$ cat src/rtl/pwm_pkg.sv
// Shared types and constants for the PWM update scheduler slice.
package pwm_pkg;

    localparam int PHASE_W = 8;
    localparam logic [PHASE_W-1:0] DUTY_FULL = 8'hFF;
    localparam int N_OUT_DEFAULT = 16;

    typedef enum logic {
        IDLE = 1'b0,
        RUN  = 1'b1
    } state_t;

    // Shared PWM comparator: full-scale duty is a steady high, zero is a steady low.
    function automatic logic pwm_level(input logic [PHASE_W-1:0] phase,
                                       input logic [PHASE_W-1:0] duty);
        return (duty == DUTY_FULL) ? 1'b1 : (phase < duty);
    endfunction

endpackage

$ cat src/rtl/pwm_update_sched_if.sv
// Configuration bus from the SPI register block into the PWM scheduler.
// The master side presents register values plus a one-cycle commit strobe.
interface pwm_update_sched_if #(
    parameter int N_OUT = pwm_pkg::N_OUT_DEFAULT
);

    logic [N_OUT-1:0]            cfg_en_out;
    logic [N_OUT-1:0]            cfg_en_pwm;
    logic [pwm_pkg::PHASE_W-1:0] cfg_duty;
    logic                        cfg_update;

    modport master (
        output cfg_en_out,
        output cfg_en_pwm,
        output cfg_duty,
        output cfg_update
    );

    modport slave (
        input cfg_en_out,
        input cfg_en_pwm,
        input cfg_duty,
        input cfg_update
    );

endinterface

$ cat src/rtl/pwm_timebase.sv
// PWM timebase: prescaler plus 8-bit phase counter.
// Counters are held at zero whenever the scheduler is not running.
module pwm_timebase
    import pwm_pkg::*;
#(
    parameter int PRESC_MAX = 12
) (
    input  logic               clk,
    input  logic               rst_n,
    input  logic               i_run,
    input  logic               i_clear,
    output logic [PHASE_W-1:0] o_phase,
    output logic               o_tick,
    output logic               o_boundary
);

    localparam int PRESC_W = (PRESC_MAX < 1) ? 1 : $clog2(PRESC_MAX + 1);

    logic [PRESC_W-1:0] r_presc;
    logic [PHASE_W-1:0] r_phase;
    logic               w_tick;

    assign w_tick     = i_run && (r_presc == PRESC_W'(PRESC_MAX));
    assign o_tick     = w_tick;
    assign o_boundary = w_tick && (r_phase == {PHASE_W{1'b1}});
    assign o_phase    = r_phase;

    // Prescaler wraps at its terminal count; phase advances once per wrap.
    always_ff @(posedge clk or negedge rst_n) begin
        if (!rst_n) begin
            r_presc <= '0;
            r_phase <= '0;
        end else if (i_clear || !i_run) begin
            r_presc <= '0;
            r_phase <= '0;
        end else if (w_tick) begin
            r_presc <= '0;
            r_phase <= r_phase + 1'b1;
        end else begin
            r_presc <= r_presc + 1'b1;
        end
    end

endmodule

$ cat src/rtl/pwm_update_sched.sv
// PWM update scheduler: shadows SPI configuration and applies it to the
// 16-channel PWM output stage.
// PWM_SYNC_UPDATE_EN defined: commits are deferred to the next period
// boundary (sampling cfg_* on that cycle), so a period is never cut short.
// PWM_SYNC_UPDATE_EN undefined: commits load on the next edge in any state
// and pending is always 0.
module pwm_update_sched
    import pwm_pkg::*;
#(
    parameter int N_OUT     = N_OUT_DEFAULT,
    parameter int PRESC_MAX = 12
) (
    input  logic              clk,
    input  logic              rst_n,
    pwm_update_sched_if.slave cfg_if,
    output logic [N_OUT-1:0]  o_out,
    output logic              o_period_start,
    output logic              o_pending,
    output logic              o_active
);

    state_t             r_state;
    state_t             w_state_next;

    logic [N_OUT-1:0]   r_en_out;
    logic [N_OUT-1:0]   r_en_pwm;
    logic [PHASE_W-1:0] r_duty;
    logic               r_pending;
    logic               r_period_start;
    logic [N_OUT-1:0]   r_out;

    logic [PHASE_W-1:0] w_phase;
    logic               w_tick;
    logic               w_boundary;
    logic               w_boundary_evt;
    logic               w_run;
    logic               w_tb_clear;
    logic               w_load;
    logic               w_pending_next;
    logic               w_period_start_next;
    logic               w_pwm_raw;
    logic [N_OUT-1:0]   w_chan;

    pwm_timebase #(
        .PRESC_MAX (PRESC_MAX)
    ) u_timebase (
        .clk        (clk),
        .rst_n      (rst_n),
        .i_run      (w_run),
        .i_clear    (w_tb_clear),
        .o_phase    (w_phase),
        .o_tick     (w_tick),
        .o_boundary (w_boundary)
    );

    // The last phase-255 tick of a running period.
    assign w_boundary_evt = w_tick & w_boundary;
    assign w_run          = (r_state == RUN);

`ifdef PWM_SYNC_UPDATE_EN
    // IDLE commits load at once; RUN commits wait for the boundary and take
    // whatever cfg_* holds on that cycle (last write wins).
    assign w_load = (r_state == IDLE) ? cfg_if.cfg_update
                                      : (w_boundary_evt && (r_pending || cfg_if.cfg_update));
`else
    assign w_load = cfg_if.cfg_update;
`endif

    // State register.
    always_ff @(posedge clk or negedge rst_n) begin
        if (!rst_n) begin
            r_state <= IDLE;
        end else begin
            r_state <= w_state_next;
        end
    end

    // Next state, timebase control, period_start and pending updates.
    always_comb begin
        w_state_next        = r_state;
        w_pending_next      = 1'b0;
        case (r_state)
            IDLE: begin
                // Start once a non-zero enable set sits in the shadow, unless
                // it is being overwritten with all-off on this very cycle.
                if ((r_en_out != '0) && !(w_load && (cfg_if.cfg_en_out == '0))) begin
                    w_state_next = RUN;
                end
            end
            RUN: begin
                if (w_load && (cfg_if.cfg_en_out == '0)) begin
                    w_state_next = IDLE;
                end
`ifdef PWM_SYNC_UPDATE_EN
                if (w_boundary_evt) begin
                    w_pending_next = 1'b0;
                end else begin
                    w_pending_next = r_pending | cfg_if.cfg_update;
                end
`endif
            end
            default: begin
                w_state_next = IDLE;
            end
        endcase
        w_tb_clear          = (w_state_next != r_state);
        w_period_start_next = ((r_state == IDLE) && (w_state_next == RUN)) || w_boundary_evt;
    end

    // Shadow configuration registers.
    always_ff @(posedge clk or negedge rst_n) begin
        if (!rst_n) begin
            r_en_out <= '0;
            r_en_pwm <= '0;
            r_duty   <= '0;
        end else if (w_load) begin
            r_en_out <= cfg_if.cfg_en_out;
            r_en_pwm <= cfg_if.cfg_en_pwm;
            r_duty   <= cfg_if.cfg_duty;
        end
    end

    assign w_pwm_raw = pwm_level(w_phase, r_duty);

    generate
        for (genvar gi = 0; gi < N_OUT; gi++) begin : g_chan
            assign w_chan[gi] = r_en_out[gi] & (r_en_pwm[gi] ? w_pwm_raw : 1'b1);
        end
    endgenerate

    // Registered output stage and status flags; outputs are forced low in IDLE.
    always_ff @(posedge clk or negedge rst_n) begin
        if (!rst_n) begin
            r_out          <= '0;
            r_period_start <= 1'b0;
            r_pending      <= 1'b0;
        end else begin
            r_out          <= w_run ? w_chan : '0;
            r_period_start <= w_period_start_next;
            r_pending      <= w_pending_next;
        end
    end

    assign o_out          = r_out;
    assign o_period_start = r_period_start;
    assign o_pending      = r_pending;
    assign o_active       = w_run;

endmodule

$ cat src/flat_wrapper.sv
// flat-port wrapper written by rule: the top's interface ports become plain ports
module pwm_update_sched_flat import pwm_pkg::*;
#(
    parameter int N_OUT     = N_OUT_DEFAULT,
    parameter int PRESC_MAX = 12
)
  (clk, rst_n, o_out, o_period_start, o_pending, o_active, cfg_if_cfg_en_out, cfg_if_cfg_en_pwm, cfg_if_cfg_duty, cfg_if_cfg_update);
  pwm_update_sched_if #(.N_OUT(N_OUT)) cfg_if_i ();
  input  logic clk;
  input  logic rst_n;
  output logic [N_OUT-1:0] o_out;
  output logic o_period_start;
  output logic o_pending;
  output logic o_active;
  input wire logic [$bits(cfg_if_i.cfg_en_out)-1:0] cfg_if_cfg_en_out;
  input wire logic [$bits(cfg_if_i.cfg_en_pwm)-1:0] cfg_if_cfg_en_pwm;
  input wire logic [$bits(cfg_if_i.cfg_duty)-1:0] cfg_if_cfg_duty;
  input wire logic [$bits(cfg_if_i.cfg_update)-1:0] cfg_if_cfg_update;
  assign cfg_if_i.cfg_en_out = cfg_if_cfg_en_out;
  assign cfg_if_i.cfg_en_pwm = cfg_if_cfg_en_pwm;
  assign cfg_if_i.cfg_duty = cfg_if_cfg_duty;
  assign cfg_if_i.cfg_update = cfg_if_cfg_update;
  pwm_update_sched #(.N_OUT(N_OUT), .PRESC_MAX(PRESC_MAX)) u_core (.clk(clk), .rst_n(rst_n), .cfg_if(cfg_if_i), .o_out(o_out), .o_period_start(o_period_start), .o_pending(o_pending), .o_active(o_active));
endmodule
$ cat config.mk
export PLATFORM = sky130hd
export DESIGN_NAME = pwm_update_sched_flat
export DESIGN_NICKNAME = d
export VERILOG_FILES = /design/src/rtl/pwm_pkg.sv /design/src/rtl/pwm_update_sched_if.sv /design/src/rtl/pwm_timebase.sv /design/src/rtl/pwm_update_sched.sv /design/src/flat_wrapper.sv
export SDC_FILE = /design/constraint.sdc
export NUM_CORES = 1
export LEC_CHECK = 0
export ABC_CLOCK_PERIOD_IN_PS = 1630
export CORE_UTILIZATION = 25
export DETAILED_ROUTE_END_ITERATION = 6
export PLACE_DENSITY_LB_ADDON = 0.15
export REMOVE_ABC_BUFFERS = 1
export SETUP_SLACK_MARGIN = 0.1
export SYNTH_ARGS = -nofsm -noshare
export SYNTH_HDL_FRONTEND = slang
export SYNTH_SLANG_ARGS = --single-unit
$ cat constraint.sdc
create_clock -name clk -period 1.63 [get_ports clk]
set_clock_uncertainty 0.05 [all_clocks]
set_input_delay 0.326 -clock clk [delete_from_list [all_inputs] [get_ports clk]]
set_output_delay 0.326 -clock clk [all_outputs]
set_load 0.03 [all_outputs]
# Word level (Yosys, flattened, before mapping)
# Cells that the tools add are included.
# Widths: inputs -> output; s select.
[op_classes] add_sub_neg=2 magnitude_cmp=1 eq_ne=4 n_mux=25 n_bitwise=18 n_reduce_logical=12
[op_table] operator="$mux 1" count=19
[op_table] operator="$and 1x1->1" count=17
[op_table] operator="$eq 8x8->1 const B" count=2
[op_table] operator="$logic_not 16->1" count=1
[op_table] operator="$mux 16" count=1
[op_table] operator="$mux 8" count=2
[op_table] operator="$reduce_bool 16->1" count=1
[op_table] operator="$add 8x1->8 const B" count=1
[op_table] operator="$lt 8x8->1" count=1
[op_table] operator="$mux 4" count=2
[op_table] operator="$logic_and 1x1->1" count=5
[op_table] operator="$add 4x1->4 const B" count=1
[op_table] operator="$eq 4x4->1 const B" count=1
[op_table] operator="$logic_not 1->1" count=2
[op_table] operator="$logic_or 1x1->1" count=2
[op_table] operator="$pmux 1 s2" count=1
[op_table] operator="$reduce_bool 2->1" count=1
[op_table] operator="$ne 1x1->1" count=1
[op_table] operator="$not 1->1" count=1
[word_totals] ff_bits=70 output_inout_bits=19 wordCells=70

# Depth between registers and ports, before layout
# Gate-level depths: netlist of run 1.
[depth] word_depth=9 mapped_depth=7

# Modules after synthesis
# Synthesis of run 1 repeated with hierarchy kept, for this count alone.
[unflattened] hier_cells=257 area_unflattened_um2=3035.4
[modules_own_cells] mod="pwm_update_sched" n_inst=1 cells_per_inst=191 area_per_inst_um2=2402.3 seq_area_each_um2=1451.4
[modules_own_cells] mod="pwm_timebase" n_inst=1 cells_per_inst=66 area_per_inst_um2=633.1 seq_area_each_um2=300.3

# Worst setup path after synthesis of run 1
# Ideal clock, no wire load.
[synth_timing] path_kind="reg-to-reg" startpoint="register u_core.u_timebase.r_phase[7], in the netlist u_core.u_timebase.o_phase[7]" endpoint="register u_core.r_out[10], in the netlist u_core.o_out[10]" t_arrival_ps=1638 slack_ps=-177 path_stages_with_launch=7 n_path_buf=1 cell_sequence="dfrtp_1 -> ha_1 -> and3_2 -> o211ai_1 -> o32ai_2 -> buf_6 -> a21oi_2"
[synth_via] elab_chain_cells=5
[synth_rtl] item="from (decl)" line="pwm_timebase.sv:20" text="logic [PHASE_W-1:0] r_phase;"
[synth_rtl] item="from (signal assigned)" line="pwm_timebase.sv:38" text="r_phase <= r_phase + 1'b1;"
[synth_rtl] item="$lt 8x8->1" line="pwm_pkg.sv:16" text="return (duty == DUTY_FULL) ? 1'b1 : (phase < duty);"
[synth_rtl] item="$mux 1" line="pwm_pkg.sv:16"
[synth_rtl] item="$mux 1" line="pwm_update_sched.sv:127" text="assign w_chan[gi] = r_en_out[gi] & (r_en_pwm[gi] ? w_pwm_raw : 1'b1);"
[synth_rtl] item="$and 1x1->1" line="pwm_update_sched.sv:127"
[synth_rtl] item="$mux 16" line="pwm_update_sched.sv:138" text="r_out <= w_run ? w_chan : '0;"
[synth_rtl] item="to (signal assigned)" line="pwm_update_sched.sv:138"
[synth_rtl] item="to (decl)" line="pwm_update_sched.sv:30" text="logic [N_OUT-1:0] r_out;"
# Every way passes these cells.
# A chain may end at the register's enable or synchronous reset.

# Final worst setup path of run 1
[layout_timing] startpoint="register u_core.u_timebase.r_phase[6], in the netlist u_core.u_timebase.o_phase[6]" endpoint="register u_core.r_out[6], in the netlist u_core.o_out[6]"
# The elaborated chain is that of the path after synthesis.

==> metrics.md, run 1 <==
| Metric | Value |
|---|---|
| Leading area contributor after synthesis | `dfrtp_1` |
| Multi-input gate area in the final layout | `1340 um2` |
| Number of global-route vias before repair | `2330` |
| Leakage | `2.02 nW` |
| F_max | `534 MHz` |
| CP startpoint | `u_core.u_timebase.o_phase[6]` |
| Total CTS buffers | `9` |
| Vias/cell | `4.39` |
| Vias | `2172` |
| Cell depth of the worst flop-to-flop path | `8` |
| Die area | `approximately 13000 um2` |
| Routed len/inst | `roughly 15 um` |
| Setup crit start kind | `flip-flop` |
| Critical path depth in cells | `8` |
| Final Hold Slack | `0.192 ns` |
| Status | `complete, but fails checks` |
| Internal Power | `roughly 3.7 mW` |
| Slowest-stage cell, CP | `dfrtp_1` |
| Fill cells | `1182` |
| Netlist cell types | `36` |
| Post-route cell area | `4540 um2` |
| Worst-Skew Late Latency | `0.33 ns` |
| MaxCap Viol Count | `0` |
| Tmin final | `1.87 ns` |
| Max-Slew Margin vs Limit | `0.657` |
| Slew Viols, Final | `0` |
| Final hold vios | `0` |
| Non-filler instance count after layout | `495` |
| CTS sink count | `70` |
| Cells after Synth | `between 200 and 250` |
| Fin crit share | `1.15` |
| Die height | `112 um` |
| Top cell type's share of synthesized area | `0.577` |
| Flop pwr share | `0.410` |
| Crit path cell chain | `ha_4 -> and3_4 -> buf_6 -> o211ai_1 -> o32ai_4 -> buf_12 -> buf_16 -> a21oi_2` |
| GRT Util Overall | `0.126` |
| DP Area | `3990 um2` |
| Critical Path AT | `a little over 2 ns` |
| Crit-path max FO | `8` |
| Switching share of total power | `0.286` |
| Yosys warning count | `0` |
| Comb pwr share | `0.258` |
| Remaining Overflow, GRT | `0` |
| DRT Pass-1 Iters | `7` |
| Core area | `about 12000 um2` |
| Post-synth EDFFs | `0` |
| Routability Congestion | `0.681` |
| Initial Util | `0.261` |
| Area Overhead vs Synth | `49.4%` |
| Flops & latches, synth | `70` |
| CP max stage delay | `0.40 ns` |
| Final worst slack | `-0.242 ns` |
| Top cells by area, synth | `dfrtp_1, mux2_2, ha_1` |
| IO Pins | `62` |
| Worst hold path type | `input port to flip-flop` |
| Worst slew pin tran | `0.515 ns` |
| Clock power share | `0.332` |
| Fin nets | `402` |
| TritonCTS clock tree | `done` |
| NetSw | `1.50 mW` |
| Worst Setup Path Type | `flip-flop to flip-flop` |
| CP delay by family, top | `compound AO/OA/AOI/OAI gates` |
| Die span in x | `approximately 110 um` |
| Final ANT Viol Nets | `0` |
| Worst VDD drop | `around 0.00055 V` |
| Rows | `39` |
| First-pass GRT wire length | `12000 um` |
| Worst path required time | `1.80 ns` |
| Fin util | `0.391` |
| Maximum root-to-sink buffer count | `2` |
| Post-placement cell count | `464` |
| Violated checks | `DRC, setup timing` |
| DRC | `2` |
| Pin count of the biggest net entering global routing | `71` |
| Avg Synthesized Cell Area | `12.4 um2` |
| Layout cell share with drive strength beyond 1 | `0.392` |
| Final setup fails | `16` |
| H-tree levels | `3` |
| Pwr per Cell Area | `1150 nW/um2` |
| Sequential area share after synthesis | `0.577` |
| Clock slew at reported path FFs | `~0.05 ns` |
| Post-synth ARST share | `1.00` |
| Worst Setup End Kind | `flip-flop` |
| R2r endpoint | `u_core.o_out[6]` |
| Reg-to-Reg Start | `u_core.u_timebase.o_phase[6]` |
| Reg2Reg Setup Slack | `-0.24 ns` |
| DP Worst Slack | `-0.515 ns` |
| Initial DRC count | `45` |
| N_diodes | `0` |
| Antenna violations before repair | `0` |
| Worst Path Buf+Inv | `3` |
| Root Driver | `clkbuf_16` |
| Crit path to | `u_core.o_out[6]` |
| Ys flop type | `dfrtp_1` |
| Reg area | `1750 um2` |
| RSZ-0062 raised after global routing | `yes` |
| Mapped cell area | `3040 um2` |
| Port bufs | `60` |
| Post-DP HPWL | `4650 um` |
| Total Wirelength | `roughly 7400 um` |
[synth_stat cells, types with 3 or more instances]
cell type / instances
o21ai_0: 7
nor4_1: 7
buf_2: 4
dfrtp_1: 70
nor2_1: 14
mux2_2: 33
inv_1: 10
xor2_1: 7
nand4_1: 6
clkbuf_1: 4
nor3_1: 3
a21oi_2: 10
nand3_1: 5
nand2_1: 25
a21oi_1: 6
ha_1: 10
[cells in the final DEF (no fill, tap or decap), drive strengths merged, types with 10 or more instances in the layout]
cell type and instances:
a21oi 16, nand2 25, dlygate4sd2 20, nor2 14, mux2 33, clkbuf 12, dfrtp 70, clkdlybuf4s50 27
inv 10, buf 53, ha 10
[what timing repair did]
action,4_1_cts,5_1_grt
pin swaps,16,25
hold buffers,1,0
setup buffers,5,9
setup endpoints to repair,47,29
hold endpoints to repair,70,0
gates cloned,2,0
gates resized for setup,78,18
[how the worst min path moves through the flow]
stage                          from                   to  slack [ns]  depth (start not counted)
2_1_floorplan                 rst_n      u_core.o_active       -0.02                          0
3_3_place_gp                  rst_n  u_core.r_en_pwm[10]        0.34                          2
3_5_place_dp                  rst_n     u_core.o_out[11]        0.34                          2
4_1_cts        cfg_if_cfg_en_out[0]   u_core.r_en_out[0]        0.18                          2
5_1_grt        cfg_if_cfg_en_out[0]   u_core.r_en_out[0]        0.19                          2
6_report       cfg_if_cfg_en_out[0]   u_core.r_en_out[0]        0.19                          2
[power groups by stage]
stage | Combinational (mW) | Sequential, mW | Clock (mW)
floorplan | 0.546 | 2.25 | 0
global placement | 1.16 | 2.18 | 0
detailed placement | 1.18 | 2.18 | 0
CTS | 1.26 | 2.14 | 1.81
global route | 1.48 | 2.18 | 1.87
finish | 1.35 | 2.15 | 1.74
[stage by stage]
step | TNS [ns] | power, mW
after CTS | -3.99 | 5.22
after global routing | -4.86 | 5.53
after floorplan | -10.21 | 2.80
final | -3.77 | 5.24
after detailed placement | -10.87 | 3.36
after global placement | -11.07 | 3.33
[cell type report]
class,instances,share of cell area
Clock inverter,2,0.00221
Sequential cell,70,0.386
Timing Repair Buffer,105,0.214
Tap cell,143,0.0394
Clock buffer,12,0.0543
Inverter,10,0.00828
Multi-Input combinational cell,153,0.296
[kinds of logic after synthesis]
logic type | share of synthesized area
adders and majority gates | 0.0412
buffers and inverters | 0.0325
and+or+nand+nor | 0.112
muxes | 0.126
xor gates and xnor gates | 0.0260
DFF | 0.577
AOI/OAI and AO/OA | 0.0845
other | 0.00123
[layer usage]
| layer | up-vias | GRT usage | share of wire |
|---|---|---|---|
| met5 | - | 0 | 0 |
| met4 | 0 | 0.0480 | 0.012 |
| met3 | 11 | 0.0475 | 0.057 |
| met2 | 52 | 0.193 | 0.46 |
| met1 | 1051 | 0.161 | 0.47 |
| li1 | 1058 | - | - |
[sequential cells by signal, summed over array words and instances (netlist names)]
signal,count
u_core.u_timebase.r_presc,4
u_core.r_en_out,16
u_core.o_out,16
u_core.r_en_pwm,16
u_core.r_duty,8
u_core.o_active,1
u_core.o_period_start,1
u_core.u_timebase.o_phase,8
No activity file was read; power rests on OpenSTA's default activity.
==> run 2: changes to the inputs <==
- ABC_CLOCK_PERIOD_IN_PS: 1630 -> 2000
- clock period: 1.63 -> 2 ns (I/O delays scaled with it)
==> run 2 against run 1 <==
The flow finishes with violations (DRC). Combinational power fell by 36%. Sequential cell count did not move. Core utilization down 2.5 points. Global-route usage decreased by 1.1 points. First-iteration DRC count is 44% higher. Non-clock buffer count is 33 lower. Sequential share of layout area increased by 2.6 points. Routed wire length is 9.9% lower. Register-to-register slack better by 0.41 ns. Sequential power shrank 18%. Clock power decreased by 17%.
==> metrics.md, run 2 (same netlist as run 1, synthesis figures left out) <==
| Metric | Value |
|---|---|
| Status | `complete, but fails checks` |
| Violated checks | `DRC` |
| Area Overhead vs Synth | `39.9%` |
| Non-filler instance count after layout | `462 (-6.7%)` |
| RSZ-0062 raised after global routing | `yes` |
| Number of global-route vias before repair | `2211 (-5.1%)` |
| Leakage | `1.90 nW (-6.0%)` |
| First-pass GRT wire length | `11000 um (-8.1%)` |
| Fin crit share | `0.915 (-0.233)` |
| H-tree levels | `3 (unchanged)` |
| Root Driver | `clkbuf_16` |
| Commonest non-fill, non-tap cell in the layout | `dfrtp_1` |
| Fill cells | `1170 (-1.0%)` |
| Crit path cell chain | `ha_4 -> and3_2 -> a221oi_4 -> o32ai_4 -> buf_12 -> a21oi_1` |
| Slew Viols, Final | `0 (unchanged)` |
| Routed len/inst | `14.5 um (-3.5%)` |
| Total CTS buffers | `9 (unchanged)` |
| MaxCap Viol Count | `0 (unchanged)` |
| Maximum root-to-sink buffer count | `2 (unchanged)` |
| GRT Util Overall | `0.114 (-0.0114)` |
| Worst Setup Path Type | `flip-flop to flip-flop` |
| DRC | `3 (+1)` |
| Die span in x | `112 um (unchanged)` |
| Worst VDD drop | `0.000351 V (-36%)` |
| Layout cell share with drive strength beyond 1 | `0.270 (-0.122)` |
| Core area | `11600 um2 (unchanged)` |
| Pwr per Cell Area | `961 nW/um2 (-17%)` |
| Initial DRC count | `65 (+44%)` |
| F_max | `547 MHz (+2.3%)` |
| CTS sink count | `70 (unchanged)` |
| Initial Util | `0.261 (unchanged)` |
| Final hold vios | `0 (unchanged)` |
| Die area | `12600 um2 (unchanged)` |
| TritonCTS clock tree | `done` |
| Total Wirelength | `6700 um (-9.9%)` |
| Clock slew at reported path FFs | `0.05 ns (about the same)` |
| Worst path required time | `2.19 ns (+0.39 ns)` |
| Setup crit start kind | `flip-flop` |
| Crit-path max FO | `16 (+8)` |
| Slowest-stage cell, CP | `dfrtp_2` |
| PnR Total Power | `4.08 mW (-22%)` |
| Vias/cell | `4.44 (+1.1%)` |
| Fin util | `0.366 (-0.0248)` |
| Final ANT Viol Nets | `0 (unchanged)` |
| Vias | `2050 (-5.6%)` |
| Post-DP HPWL | `4480 um (-3.7%)` |
| Tmin final | `1.83 ns (-0.0421 ns)` |
| Commonest cells after routing, fill and taps aside | `dfrtp_1, clkdlybuf4s50_1, mux2_2, nand2_1, nor2_1` |
| N_diodes | `0 (unchanged)` |
| Reg2Reg Setup Slack | `0.17 ns (+0.41 ns)` |
| Critical Path AT | `2.02 ns (-0.02 ns)` |
| Post-route cell area | `4250 um2 (-6.3%)` |
| Die height | `112 um (unchanged)` |
| Pin count of the biggest net entering global routing | `71 (unchanged)` |
| Port bufs | `60 (unchanged)` |
| Final setup fails | `0 (-16)` |
| DP Worst Slack | `-0.277 ns (+0.238 ns)` |
| Routability Congestion | `0.676 (-0.79%)` |
| Fin nets | `369 (-8.2%)` |
| Hold_buf cts | `0 (-1)` |
| Post-placement cell count | `444 (-4.3%)` |
| IO Pins | `62 (unchanged)` |
| Rows | `39 (unchanged)` |
| Final worst slack | `0.170 ns (+0.412 ns)` |
| Final Hold Slack | `0.0543 ns (-0.138 ns)` |
| Total negative slack | `0 ns (+3.77 ns)` |
| Worst-Skew Late Latency | `0.32 ns (about the same)` |
| Worst Setup End Kind | `flip-flop` |
| Antenna violations before repair | `0 (unchanged)` |
| R2r endpoint | `u_core.o_out[1]` |
| Worst hold path type | `input port to async pin` |
| DRT Pass-1 Iters | `6 (-1)` |
| Reg-to-Reg Start | `u_core.u_timebase.o_phase[7]` |
| Remaining Overflow, GRT | `0 (unchanged)` |
| DP Area | `3850 um2 (-3.5%)` |
| Cell depth of the worst flop-to-flop path | `6 (-2)` |
| CP max stage delay | `0.44 ns (+0.04 ns)` |
[run 2: worst max path at each step]
stage	from	end	slack (ns)
floorplan	u_core.u_timebase.o_phase[7]	u_core.o_out[0]	-0.23
global placement	cfg_if_cfg_en_out[8]	u_core.u_timebase.r_presc[3]	-0.30
detailed placement	cfg_if_cfg_en_out[8]	u_core.u_timebase.r_presc[3]	-0.28
CTS	u_core.r_duty[7]	u_core.o_out[2]	0.11
global route	u_core.r_duty[6]	u_core.o_out[3]	0.08
finish	u_core.u_timebase.o_phase[7]	u_core.o_out[1]	0.17
[run 2: worst max-delay path, delay by kind of cell, from the launching register on]
family | cells | cell delay (ns)
buf+inv | 1 | 0.18
fa+ha+maj | 1 | 0.26
compound gates | 3 | 0.59
flops | 1 | 0.44
simple gates | 1 | 0.23
[run 2: timing repair]
action,CTS,global route
cloned,0,1
resized for setup,3,21
endpoints found under the setup margin,28,29
pin swaps,0,7
buffers inserted,1,2
[run 2: cell type report]
type                       instances  area, um2  area share
clock buffer                      13        270      0.0636
clock inverter                     1       5.00     0.00118
inverter                          10       37.5     0.00884
multi-input combinational        153       1260       0.298
sequential                        70       1750       0.413
tap                              143        179      0.0421
timing repair buffer              72        738       0.174
[run 2: layer usage]
layer	up-vias	GRT usage	share of wire
met5	-	0	0
met4	0	0.0373	0.0045
met3	2	0.0416	0.056
met2	51	0.177	0.47
met1	1004	0.148	0.47
li1	993	-	-
[run 2: power by group]
part	leakage, nW	internal, mW	switching [mW]
Clock	0.138	0.924	0.529
Combinational	0.926	0.438	0.423
Sequential	0.833	1.62	0.152
Total	1.90	2.98	1.10
